`config.mk`:
```
export PLATFORM = sky130hd
export DESIGN_NAME = safe_code_entry
export DESIGN_NICKNAME = d
export VERILOG_FILES = /design/src/rtl/safe_pkg.sv /design/src/rtl/ms_timer.sv /design/src/rtl/safe_code_entry.sv
export SDC_FILE = /design/constraint.sdc
export NUM_CORES = 1
export LEC_CHECK = 0
export CAP_MARGIN = 20
export CORE_ASPECT_RATIO = 0.5
export CORE_UTILIZATION = 59
export DETAILED_ROUTE_END_ITERATION = 10
export GPL_ROUTABILITY_DRIVEN = 0
export PLACE_DENSITY = 0.79
export SETUP_SLACK_MARGIN = 0.02
export SLEW_MARGIN = 20
export SYNTH_ARGS = -nofsm -noshare
export SYNTH_HDL_FRONTEND = slang
export SYNTH_SLANG_ARGS = --single-unit
export TNS_END_PERCENT = 30
```
`constraint.sdc`:
```
create_clock -name clk_1ms -period 2.36 [get_ports clk_1ms]
set_input_delay 0.472 -clock clk_1ms [delete_from_list [all_inputs] [get_ports clk_1ms]]
set_output_delay 0.472 -clock clk_1ms [all_outputs]
set_load 0.02 [all_outputs]
```
`src/rtl/safe_pkg.sv`:
```
// Shared definitions for the safe keypad controller.
// Holds the controller state encoding, the non-digit key codes and the
// fixed LCD patterns shown in each state.
package safe_pkg;

  typedef enum logic [2:0] {
    ST_IDLE    = 3'd0,
    ST_ENTRY   = 3'd1,
    ST_CHECK   = 3'd2,
    ST_OPEN    = 3'd3,
    ST_FAIL    = 3'd4,
    ST_LOCKOUT = 3'd5
  } state_e;

  localparam logic [3:0] KEY_CLEAR = 4'hA;
  localparam logic [3:0] KEY_ENTER = 4'hB;

  localparam logic [7:0] DISP_IDLE = 8'h00;
  localparam logic [7:0] DISP_OPEN = 8'hAA;
  localparam logic [7:0] DISP_FAIL = 8'hEE;
  localparam logic [7:0] DISP_LOCK = 8'hFF;

  // Keys 0..9 are digits; A/B are commands; C..F carry no meaning.
  function automatic logic is_digit(input logic [3:0] key);
    return key <= 4'd9;
  endfunction

endpackage

```
`src/rtl/ms_timer.sv`:
```
// Loadable 16-bit down-counter shared by every timed controller state.
// Ports:
//   clk_1ms  in   1 ms clock
//   reset    in   asynchronous active-low reset
//   load     in   reload the counter with value this cycle
//   value    in   reload value (number of cycles until expiry)
//   expired  out  high for exactly one cycle, the last cycle of the
//                 loaded interval, so the owner can leave on that edge
module ms_timer (
  input  logic        clk_1ms,
  input  logic        reset,
  input  logic        load,
  input  logic [15:0] value,
  output logic        expired
);

  logic [15:0] cnt_q;
  logic [15:0] cnt_d;

  always_comb begin
    cnt_d = cnt_q;
    if (load) begin
      cnt_d = value;
    end else if (cnt_q != 16'd0) begin
      cnt_d = cnt_q - 16'd1;
    end
  end

  always_ff @(posedge clk_1ms or negedge reset) begin
    if (!reset) begin
      cnt_q <= 16'd0;
    end else begin
      cnt_q <= cnt_d;
    end
  end

  // Loading N gives N cycles: the count sits at 1 on the final cycle and
  // then parks at 0, so a stale count can never re-fire.
  assign expired = (cnt_q == 16'd1);

endmodule

```
`src/rtl/safe_code_entry.sv`:
```
// Four-digit keypad safe controller.
// Ports:
//   clk_1ms    in   sole clock, 1 ms period
//   reset      in   asynchronous active-low reset
//   key_valid  in   one-cycle strobe qualifying key_code
//   key_code   in   0..9 digit, A clear, B enter, C..F ignored
//   data       out  two nibbles for the LCD driver, [7:4] left character
//   blank      out  LCD shows a blank field
//   unlocked   out  bolt release, high only while open
//   alarm      out  high only during lockout
module safe_code_entry
  import safe_pkg::*;
#(
  parameter logic [15:0] CODE       = 16'h1234,
  parameter int unsigned MAX_FAIL   = 3,
  parameter int unsigned IDLE_MS    = 8000,
  parameter int unsigned UNLOCK_MS  = 5000,
  parameter int unsigned FAIL_MS    = 1000,
  parameter int unsigned LOCKOUT_MS = 10000
) (
  input  logic       clk_1ms,
  input  logic       reset,
  input  logic       key_valid,
  input  logic [3:0] key_code,
  output logic [7:0] data,
  output logic       blank,
  output logic       unlocked,
  output logic       alarm
);

  localparam logic [15:0] IDLE_LD   = 16'(IDLE_MS);
  localparam logic [15:0] UNLOCK_LD = 16'(UNLOCK_MS);
  localparam logic [15:0] FAIL_LD   = 16'(FAIL_MS);
  localparam logic [15:0] LOCK_LD   = 16'(LOCKOUT_MS);
  localparam logic [2:0]  MAX_FAIL_L = 3'(MAX_FAIL);

  state_e      state_q, state_d;
  logic [15:0] buf_q, buf_d;
  logic [2:0]  cnt_q, cnt_d;
  logic [2:0]  fail_q, fail_d;
  logic [7:0]  data_q, data_d;
  logic        blank_q, blank_d;
  logic        unlocked_q, unlocked_d;
  logic        alarm_q, alarm_d;

  logic        tmr_load;
  logic [15:0] tmr_value;
  logic        tmr_expired;
  logic [2:0]  fail_inc;

  ms_timer u_timer (
    .clk_1ms (clk_1ms),
    .reset   (reset),
    .load    (tmr_load),
    .value   (tmr_value),
    .expired (tmr_expired)
  );

  always_comb begin
    state_d   = state_q;
    buf_d     = buf_q;
    cnt_d     = cnt_q;
    fail_d    = fail_q;
    tmr_load  = 1'b0;
    tmr_value = 16'd0;
    // Saturating increment: the counter must never wrap back to zero.
    fail_inc  = (fail_q == 3'd7) ? fail_q : fail_q + 3'd1;

    case (state_q)
      ST_IDLE: begin
        if (key_valid && is_digit(key_code)) begin
          state_d   = ST_ENTRY;
          buf_d     = {buf_q[11:0], key_code};
          cnt_d     = 3'd1;
          tmr_load  = 1'b1;
          tmr_value = IDLE_LD;
        end
      end
      ST_ENTRY: begin
        // A key on the expiry cycle wins: it reloads the timer instead.
        if (key_valid) begin
          tmr_load  = 1'b1;
          tmr_value = IDLE_LD;
          if (is_digit(key_code)) begin
            if (cnt_q < 3'd4) begin
              buf_d = {buf_q[11:0], key_code};
              cnt_d = cnt_q + 3'd1;
            end
          end else if (key_code == KEY_CLEAR) begin
            buf_d = 16'd0;
            cnt_d = 3'd0;
          end else if (key_code == KEY_ENTER) begin
            state_d = ST_CHECK;
          end
        end else if (tmr_expired) begin
          state_d = ST_IDLE;
          buf_d   = 16'd0;
          cnt_d   = 3'd0;
        end
      end
      ST_CHECK: begin
        buf_d    = 16'd0;
        cnt_d    = 3'd0;
        tmr_load = 1'b1;
        if (cnt_q == 3'd4 && buf_q == CODE) begin
          state_d   = ST_OPEN;
          fail_d    = 3'd0;
          tmr_value = UNLOCK_LD;
        end else begin
          fail_d = fail_inc;
          if (fail_inc == MAX_FAIL_L) begin
            state_d   = ST_LOCKOUT;
            tmr_value = LOCK_LD;
          end else begin
            state_d   = ST_FAIL;
            tmr_value = FAIL_LD;
          end
        end
      end
      ST_OPEN: begin
        if ((key_valid && key_code == KEY_CLEAR) || tmr_expired) begin
          state_d = ST_IDLE;
        end
      end
      ST_FAIL: begin
        if (tmr_expired) begin
          state_d = ST_IDLE;
        end
      end
      ST_LOCKOUT: begin
        if (tmr_expired) begin
          state_d = ST_IDLE;
          fail_d  = 3'd0;
        end
      end
      default: begin
        state_d = ST_IDLE;
        buf_d   = 16'd0;
        cnt_d   = 3'd0;
      end
    endcase

    // Outputs are decoded from the next state so they change on the same
    // edge that accepts the key or moves the state.
    data_d     = DISP_IDLE;
    blank_d    = 1'b1;
    unlocked_d = 1'b0;
    alarm_d    = 1'b0;
    case (state_d)
      ST_ENTRY, ST_CHECK: begin
        data_d  = buf_d[7:0];
        blank_d = 1'b0;
      end
      ST_OPEN: begin
        data_d     = DISP_OPEN;
        blank_d    = 1'b0;
        unlocked_d = 1'b1;
      end
      ST_FAIL: begin
        data_d  = DISP_FAIL;
        blank_d = 1'b0;
      end
      ST_LOCKOUT: begin
        data_d  = DISP_LOCK;
        blank_d = 1'b0;
        alarm_d = 1'b1;
      end
      default: begin
        data_d  = DISP_IDLE;
        blank_d = 1'b1;
      end
    endcase
  end

  always_ff @(posedge clk_1ms or negedge reset) begin
    if (!reset) begin
      state_q    <= ST_IDLE;
      buf_q      <= 16'd0;
      cnt_q      <= 3'd0;
      fail_q     <= 3'd0;
      data_q     <= DISP_IDLE;
      blank_q    <= 1'b1;
      unlocked_q <= 1'b0;
      alarm_q    <= 1'b0;
    end else begin
      state_q    <= state_d;
      buf_q      <= buf_d;
      cnt_q      <= cnt_d;
      fail_q     <= fail_d;
      data_q     <= data_d;
      blank_q    <= blank_d;
      unlocked_q <= unlocked_d;
      alarm_q    <= alarm_d;
    end
  end

  assign data     = data_q;
  assign blank    = blank_q;
  assign unlocked = unlocked_q;
  assign alarm    = alarm_q;

endmodule

```
==> flow_metrics.env, run 1 <==
export IMPL_cp_start_kind="register"
export IMPL_wl_met2_um=3203
export IMPL_synthAdderAreaFrac=0.02630
export IMPL_io_pin_count=18
export IMPL_required_ps=2550
export IMPL_overflow=0
export IMPL_asyncSetResetFlopFracSynth=1.000
export IMPL_synthesis_area_um2=2854
export IMPL_drc=0
export IMPL_final_core_util=0.7396
export IMPL_rows=17
export IMPL_post_cts_setup_buffers=0
export IMPL_yosys_area_share_simple=0.2372
export IMPL_end_kind="register"
export IMPL_rsz0062_at_grt="no"
export IMPL_die_w_um=100.4
export IMPL_tightest_slew_ps=795.1
export IMPL_p_clk_frac=0.133
export IMPL_power_switching_uw=1657
export IMPL_maxSlewViolCount=0
export IMPL_drtIter0Drc=272
export IMPL_status="finished, final reports clean"
export IMPL_clockBufferDepth=2
export IMPL_worstHoldPathType="primary input to async pin"
export IMPL_ys_ff_latch=52
export IMPL_syn2layout_area_growth_pct=17.40
export IMPL_hpwl_um=5164
export IMPL_slowest_stage="dfrtp_1"
export IMPL_final_instance_count_excl_fill=400
export IMPL_swShare=0.4177
export IMPL_route_detailed_wl_per_inst_um=17.38
export IMPL_ys_types=61
export IMPL_finClkSkew_ps=7.361
export IMPL_synth_compound_area_frac=0.1960
export IMPL_grt_pass1_vias=2391
export IMPL_clockRootBuffer="clkbuf_8"
export IMPL_crit_arrival_ps=2380
export IMPL_critical_path_class="register to register"
export IMPL_p_leak_uw=0.001465
export IMPL_power_density_nw_per_um2=1184
export IMPL_clock_sinks=52
export IMPL_die_area_um2=5136
export IMPL_cts_clk_slew_worst_paths_ps=90
export IMPL_syn_nets=305
export IMPL_setup_viol=0
export IMPL_crit_path_cell_trace="inv_1 -> ha_1 -> nor3b_1 -> a41o_1 -> a21oi_2 -> or2_2 -> a221o_1"
export IMPL_fin_crit_ps=2190
export IMPL_ant_nets=0
export IMPL_relSlewSlack=0.4699
export IMPL_worstPathMaxFanout=16
export IMPL_grt_start_max_net_pins=36
export IMPL_diodes=0
export IMPL_synth_edf_count=0
export IMPL_synthTopCellsByArea="dfrtp_1 (45%), nand2_1 (4.1%), a22o_1 (3.1%)"
export IMPL_synth_area_mux_share=0.01052
export IMPL_io_buffer_count=17
export IMPL_yosysTopAreaCell="dfrtp_1"
export IMPL_p_seq_frac=0.399
export IMPL_internal_power_uw=2310
export IMPL_hold_violations=0
export IMPL_synth_cells=292
export IMPL_viasPerCell=6.233
export IMPL_fin_nets=346
export IMPL_cts_hold_buffers=0
export IMPL_dp_cells=392
export IMPL_cts_htree_levels=2
export IMPL_fmax_mhz=456.6
export IMPL_cts_buffers=5
export IMPL_dr_pass1_iters=5
export IMPL_synth_top_area_frac=0.4472
export IMPL_drt_total_wl_um=6952
export IMPL_drive_gt1_frac=0.1587
export IMPL_coreArea_um2=4531
export IMPL_synth_flop_cell="dfrtp_1"
export IMPL_power_uw=3967
export IMPL_synth_seq_area_share=0.4564
export IMPL_grt_use_total=0.3004
export IMPL_maxCapViolCount=0
export IMPL_peakVddDrop_v=0.0006706
export IMPL_clkLatencyLatePin_ps=300
export IMPL_cts_tree="done"
export IMPL_period_share=0.9279
export IMPL_maxUsedRoutingLayer="met4"
export IMPL_antenna_found_initial=0
export IMPL_share_comb_of_total_power=0.468
export IMPL_yosysWarnings=0
export IMPL_synth_top_family_by_area="simple AND/OR/NAND/NOR gates"
export IMPL_die_y_um=51.18
export IMPL_avgSynthCellArea_um2=9.774
export IMPL_max_stage_delay_ps=420
export IMPL_grt_pass1_wl_um=11650
export IMPL_wl_met1_um=3161
export IMPL_vias=2493
export IMPL_synth_xor_area_frac=0.03376
export IMPL_dr_wl_met3_um=450
export IMPL_start_util=0.6299
[placed cells by master, fill, tap and decap left out, drive strengths merged, types with 6 or more instances in the layout]
cell type | netlist | final
a21oi | 10 | 10
a22o | 10 | 10
buf | 4 | 30
clkbuf | 8 | 7
clkdlybuf4s50 | 0 | 16
dfrtp | 51 | 51
ha | 6 | 6
inv | 13 | 13
nand2 | 31 | 31
nand3 | 16 | 16
nor2 | 21 | 21
nor3 | 7 | 7
o211ai | 6 | 6
o21ai | 21 | 21
xnor2 | 8 | 8
[synth_stat cells, types with 6 or more instances]
master / instances
a21oi_1: 9
a22o_1: 10
clkbuf_1: 8
dfrtp_1: 51
ha_1: 6
inv_1: 13
nand2_1: 31
nand3_1: 15
nor2_1: 21
nor3_1: 7
o211ai_1: 6
o21ai_0: 16
xnor2_1: 8
[power groups by stage]
stage	Sequential, uW	Combinational [uW]	Clock, uW
2_1_floorplan	1570	1170	0
3_3_place_gp	1560	1760	0
3_5_place_dp	1590	1820	0
4_1_cts	1570	1840	540
5_1_grt	1620	2040	574
6_report	1580	1860	527
[state kept, by name, indices dropped and copies added (netlist names)]
signal	cells
u_timer.cnt_q	16
buf_q	16
alarm	1
cnt_q	3
blank	1
data	8
fail_q	3
state_q	3
unlocked	1
[path summary, 6_finish.rpt]
path                       slack [ps]               end             start  depth (start not counted)
max                               170           data[2]  u_timer.cnt_q[1]                          7
min                               250  u_timer.cnt_q[2]             reset                          1
max reg2reg                       170           data[2]  u_timer.cnt_q[1]                          7
min reg2reg                       520         buf_q[12]         buf_q[12]                          1
max in group asynchronous        1430         buf_q[12]             reset                          2
min in group clk_1ms              520         buf_q[12]         buf_q[12]                          1
[final cells by class]
type,count,area (um2)
clock buffers,7,86.33
clock inverters,1,7.507
fillers,321,1180
inverters,13,48.80
multi-input cells,215,1440
flip-flops and latches,52,1303
well taps,66,82.58
repair buffers,46,382.9
[metal layers]
metal | GRT usage | vias up
li1 | - | 1159
met1 | 0.3982 | 1209
met2 | 0.5114 | 99
met3 | 0.06156 | 26
met4 | 0.07729 | 0
met5 | 0 | -
[worst max-delay path, delay by kind of cell (launching register included)]
family / cells / cell delay [ps]
AND/OR/NAND/NOR: 2 / 690
AO/OA/AOI/OAI: 3 / 640
flip-flops: 1 / 420
adder cells (fa/ha/maj): 1 / 200
buffers and inverters: 1 / 110
[stage by stage]
step	cell area (um2)	hold WS [ps]	worst slack (ps)	TNS (ps)
global placement	3254	476.5	7.479	0
finish	3351	252.6	170.1	0
CTS	3348	273.8	99.90	0
floorplan	2854	176.4	422.6	0
global route	3351	295.6	24.55	0
detailed placement	3254	486.3	-145.5	-2131
[repair_timing]
item | CTS | global route
endpoints found under the hold margin | 0 | 0
setup endpoints to repair | 0 | 7
gates resized for setup | 0 | 3
[cell families after synthesis]
kind of cell | Yosys count
simple gates | 119
compound gates | 76
flops | 52
buf+inv | 25
xor+xnor | 11
fa+ha+maj | 6
mux | 3
Note: power is estimated with default switching activity, not from simulation.
==> run 2: changes to the inputs <==
--- a/config.mk
+++ b/config.mk
@@ -7,9 +7,12 @@
 export LEC_CHECK = 0
 export CAP_MARGIN = 20
 export CORE_ASPECT_RATIO = 0.5
+export CORE_MARGIN = 2
 export CORE_UTILIZATION = 59
+export CTS_BUF_LIST = sky130_fd_sc_hd__clkbuf_16
 export DETAILED_ROUTE_END_ITERATION = 10
 export GPL_ROUTABILITY_DRIVEN = 0
+export MAX_ROUTING_LAYER = met4
 export PLACE_DENSITY = 0.79
 export SETUP_SLACK_MARGIN = 0.02
 export SLEW_MARGIN = 20
==> run 2 against run 1 <==
Cell area rose by 1.6%; setup slack better by 46 ps; sequential power about the same; largest power group unchanged; global-route usage is 0.58 points lower.
==> flow_metrics.env, run 2 (synthesized netlist as in run 1, its figures left out) <==
export IMPL_fmax_mhz=466.3
export IMPL_diodes=0
export IMPL_cts_clk_slew_worst_paths_ps=70
export IMPL_fin_crit_ps=2144
export IMPL_maxCapViolCount=0
export IMPL_rows=17
export IMPL_die_w_um=102.4
export IMPL_grt_pass1_wl_um=11530
export IMPL_worstPathMaxFanout=7
export IMPL_finClkSkew_ps=5.027
export IMPL_clkLatencyLatePin_ps=290
export IMPL_grt_pass1_vias=2290
export IMPL_status="finished, final reports clean"
export IMPL_tightest_slew_ps=817.0
export IMPL_power_switching_uw=1723
export IMPL_die_area_um2=5444
export IMPL_viasPerCell=6.242
export IMPL_critical_path_class="register to register"
export IMPL_start_util=0.6299
export IMPL_power_density_nw_per_um2=1245
export IMPL_clock_sinks=52
export IMPL_grt_start_max_net_pins=38
export IMPL_rsz0062_at_grt="no"
export IMPL_drt_total_wl_um=7004
export IMPL_required_ps=2560
export IMPL_dr_pass1_iters=5
export IMPL_syn2layout_area_growth_pct=19.25
export IMPL_p_clk_frac=0.178
export IMPL_route_detailed_wl_per_inst_um=17.64
export IMPL_hpwl_um=5136
export IMPL_power_uw=4238
export IMPL_p_leak_uw=0.001483
export IMPL_wl_met1_um=3149
export IMPL_drc=0
export IMPL_dr_wl_met3_um=401
export IMPL_antenna_found_initial=0
export IMPL_vias=2478
export IMPL_hold_ws_ps=264.9
export IMPL_worstHoldPathType="primary input to async pin"
export IMPL_relSlewSlack=0.4553
export IMPL_swShare=0.4065
export IMPL_end_kind="register"
export IMPL_fin_nets=343
export IMPL_drive_gt1_frac=0.1541
export IMPL_io_pin_count=18
export IMPL_cp_start_kind="register"
export IMPL_coreArea_um2=4531
export IMPL_final_common_cell="dfrtp_1"
export IMPL_maxUsedRoutingLayer="met4"
export IMPL_internal_power_uw=2515
export IMPL_grt_use_total=0.2946
export IMPL_clockBufferDepth=2
export IMPL_drtIter0Drc=240
export IMPL_ant_nets=0
export IMPL_maxSlewViolCount=0
export IMPL_die_y_um=53.18
export IMPL_share_comb_of_total_power=0.447
export IMPL_cts_tree="done"
export IMPL_hold_violations=0
export IMPL_wl_met2_um=3264
export IMPL_peakVddDrop_v=0.0007171
export IMPL_p_seq_frac=0.375
export IMPL_cts_buffers=5
export IMPL_tns_ps=0
export IMPL_clockRootBuffer="clkbuf_16"
export IMPL_period_share=0.9086
export IMPL_setup_viol=0
export IMPL_crit_arrival_ps=2340
export IMPL_io_buffer_count=17
export IMPL_mostFrequentLayoutCells="dfrtp_1 (51), nand2_1 (31), buf_4 (25)"
export IMPL_cts_htree_levels=2
export IMPL_overflow=0
[run 2: cell count changes in the layout (fill, tap and decap cells not counted), sizes merged]
| cell | change |
|---|---|
| buf | -3 |
| clkbuf | -2 |
| inv | +2 |
| clkinv | +1 |
| clkinvlp | -1 |
[run 2: through the flow]
step	utilization	std cells	setup WS, ps	cell area [um2]
after floorplan	-	292	422.6	2854
after global placement	0.7144	388	-18.05	3237
after detailed placement	0.7144	388	3.466	3237
after CTS	0.7479	396	138.6	3388
after global routing	0.7512	397	98.73	3403
final	0.7512	397	215.6	3403
[run 2: repair_timing]
action / 4_1_cts / 5_1_grt
gates resized for setup: 0 / 3
endpoints found under the setup margin: 0 / 5
setup buffers: 0 / 1
hold buffers: 0 / 0
[run 2: metal layers]
layer	vias up	global-route usage
met4	0	0.08444
met1	1201	0.3917
met2	90	0.4748
met3	30	0.05020
li1	1157	-
met5	-	-
[run 2: layout make-up]
class	instances	area, um2
multi-input cells	215	1445
flip-flops and latches	52	1303
fillers	321	1127
repair buffers	43	372.9
clock buffers	5	125.1
well taps	66	82.58
inverters	13	48.80
clock inverters	3	26.28
[run 2: final timing paths]
path | start | end | slack [ps] | cells after the start
worst max register to register | u_timer.cnt_q[1] | alarm | 220 | 8
max in group asynchronous | reset | buf_q[9] | 1440 | 2
min in group clk_1ms | buf_q[14] | buf_q[14] | 500 | 1
worst min register to register | buf_q[14] | buf_q[14] | 500 | 1
worst max-delay path | u_timer.cnt_q[1] | alarm | 220 | 8
worst min-delay path | reset | u_timer.cnt_q[2] | 260 | 1
[run 2: power by group through the flow]
| stage | Combinational (uW) | Sequential, uW | Clock, uW |
|---|---|---|---|
| floorplan | 1170 | 1570 | 0 |
| global placement | 1800 | 1570 | 0 |
| detailed placement | 1860 | 1590 | 0 |
| CTS | 1870 | 1580 | 759 |
| global route | 2090 | 1630 | 801 |
| finish | 1890 | 1590 | 753 |
[run 2: worst max-delay path, stage by stage, from the launching register on]
cell      delay (ps)
dfrtp_1          420
inv_1            120
ha_1             210
nor3b_2          230
and4_4           320
o211ai_1         160
o32ai_2          380
buf_4            170
inv_1             30
==> run 3: changes to the inputs <==
--- a/config.mk
+++ b/config.mk
@@ -14,6 +14,7 @@
 export GPL_ROUTABILITY_DRIVEN = 0
 export MAX_ROUTING_LAYER = met4
 export PLACE_DENSITY = 0.79
+export REMOVE_ABC_BUFFERS = 1
 export SETUP_SLACK_MARGIN = 0.02
 export SLEW_MARGIN = 20
 export SYNTH_ARGS = -nofsm -noshare
==> run 3 against run 2 <==
Critical path type unchanged; die area is the same; via count grew 1.2%; first-iteration DRC count is 4.6% higher; worst hold slack got worse by 110 ps; register-to-register slack lost 70 ps; critical path depth shrank 1; maximum frequency fell by 3.1%; clock skew down 0.85 ps; utilization decreased by 0.055 points; final cell count unchanged; cell area is essentially flat; global-route usage rose by 1.1 points; largest cell class unchanged.
==> flow_metrics.env, run 3 (synthesized netlist as in run 1, its figures left out) <==
export IMPL_drt_total_wl_um=7074
export IMPL_rows=17
export IMPL_r2r_cells=7
export IMPL_post_cts_setup_buffers=0
export IMPL_viasPerCell=6.317
export IMPL_maxSlewViolCount=0
export IMPL_cts_tree="done"
export IMPL_hpwl_um=5055
export IMPL_max_stage_delay_ps=410
export IMPL_final_instance_count_excl_fill=397
export IMPL_dp_cells=389
export IMPL_cts_htree_levels=2
export IMPL_cp_start_kind="register"
export IMPL_grt_start_max_net_pins=26
export IMPL_fin_nets=343
export IMPL_top_usage_layer="met2"
export IMPL_grt_met2_usage=0.4901
export IMPL_worstPathMaxFanout=7
export IMPL_syn2layout_area_growth_pct=19.16
export IMPL_grt_use_total=0.3058
export IMPL_cts_clk_slew_worst_paths_ps=70
export IMPL_status="finished, final reports clean"
export IMPL_p_leak_uw=0.001486
export IMPL_die_y_um=53.18
export IMPL_overflow=0
export IMPL_drtIter0Drc=251
export IMPL_drive_gt1_frac=0.1480
export IMPL_grt_pass1_vias=2412
export IMPL_drc=0
export IMPL_clockRootBuffer="clkbuf_16"
export IMPL_met1_usage=0.3924
export IMPL_finClkSkew_ps=4.174
export IMPL_required_ps=2520
export IMPL_slowest_stage="dfrtp_1"
export IMPL_critical_path_class="register to register"
export IMPL_maxCapViolCount=0
export IMPL_tns_ps=0
export IMPL_grt_pass1_wl_um=11950
export IMPL_fin_ws_ps=147.4
export IMPL_coreArea_um2=4531
export IMPL_use_met3=0.06737
export IMPL_dr_pass1_iters=5
export IMPL_fmax_mhz=451.9
export IMPL_fin_crit_ps=2213
export IMPL_dp_slack_ps=34.39
export IMPL_clock_sinks=52
export IMPL_final_common_cell="dfrtp_1"
export IMPL_peakVddDrop_v=0.0007179
export IMPL_io_buffer_count=17
export IMPL_tightest_slew_ps=626.5
export IMPL_clockBufferDepth=2
export IMPL_die_w_um=102.4
export IMPL_start_util=0.6299
export IMPL_power_density_nw_per_um2=1270
export IMPL_ant_nets=0
export IMPL_clkLatencyLatePin_ps=290
export IMPL_n_fill_cell=338
export IMPL_end_kind="register"
export IMPL_cts_hold_buffers=0
export IMPL_final_core_util=0.7506
export IMPL_antenna_found_initial=0
export IMPL_crit_arrival_ps=2370
export IMPL_setup_viol=0
export IMPL_worstHoldPathType="primary input to async pin"
export IMPL_cts_buffers=5
export IMPL_route_detailed_wl_per_inst_um=17.82
export IMPL_crit_path_cell_trace="inv_1 -> ha_1 -> nor3b_1 -> and4_2 -> o211ai_1 -> o32ai_2 -> o21ai_0"
export IMPL_io_pin_count=18
export IMPL_power_uw=4319
export IMPL_diodes=0
export IMPL_vias=2508
export IMPL_period_share=0.9376
export IMPL_die_area_um2=5444
export IMPL_mostFrequentLayoutCells="dfrtp_1 (51), nand2_1 (31), buf_4 (26)"
export IMPL_hold_violations=0
export IMPL_relSlewSlack=0.5765
## run 3: path summary, 6_finish.rpt
| check | slack, ps | start | end |
|---|---|---|---|
| max | 150 | u_timer.cnt_q[1] | data[4] |
| min | 150 | reset | u_timer.cnt_q[8] |
| max reg2reg | 150 | u_timer.cnt_q[1] | data[4] |
| min reg2reg | 510 | buf_q[13] | buf_q[13] |
| max in group asynchronous | 1580 | reset | buf_q[9] |
| min in group clk_1ms | 510 | buf_q[13] | buf_q[13] |
## run 3: metal layers
| metal | up-vias | wire length [um] |
|---|---|---|
| li1 | 1149 | - |
| met2 | 90 | 3312 |
| met3 | 20 | 392 |
| met4 | 0 | 149 |
| met5 | - | 0 |
| met1 | 1249 | 3219 |
## run 3: repair_timing
| action | 4_1_cts | 5_1_grt |
|---|---|---|
| hold endpoints to repair | 0 | 0 |
| endpoints found under the setup margin | 0 | 4 |
| gates resized for setup | 0 | 1 |
## run 3: critical path, delay by kind of cell (launching register included)
| kind | cells | cell delay, ps |
|---|---|---|
| DFF | 1 | 410 |
| AOI/OAI and AO/OA | 3 | 650 |
| buffers and inverters | 1 | 120 |
| and+or+nand+nor | 2 | 670 |
| adders and majority gates | 1 | 220 |
## run 3: per-stage QoR
stage                     area (um2)  hold WS (ps)
final                           3401         154.8
after global routing            3401         199.2
after CTS                       3400         171.4
after detailed placement        3232         482.5
after global placement          3232         479.3
after floorplan                 2789         176.4
## run 3: cell type report
type,count,area [um2],area share
multi-input cells,215,1439,0.4231
flip-flops and latches,52,1303,0.3830
repair buffers,43,360.3,0.1060
clock buffers,5,125.1,0.03679
well taps,66,82.58,0.02428
inverters,13,48.80,0.01435
clock inverters,3,42.54,0.01251
## run 3: power breakdown
| group | total [uW] | internal [uW] | leakage [uW] | switching (uW) |
|---|---|---|---|---|
| Sequential | 1570 | 1230 | 0.000658 | 343 |
| Clock | 826 | 499 | 0.0000814 | 327 |
| Combinational | 1920 | 873 | 0.000746 | 1050 |
| Total | 4320 | 2600 | 0.00149 | 1720 |
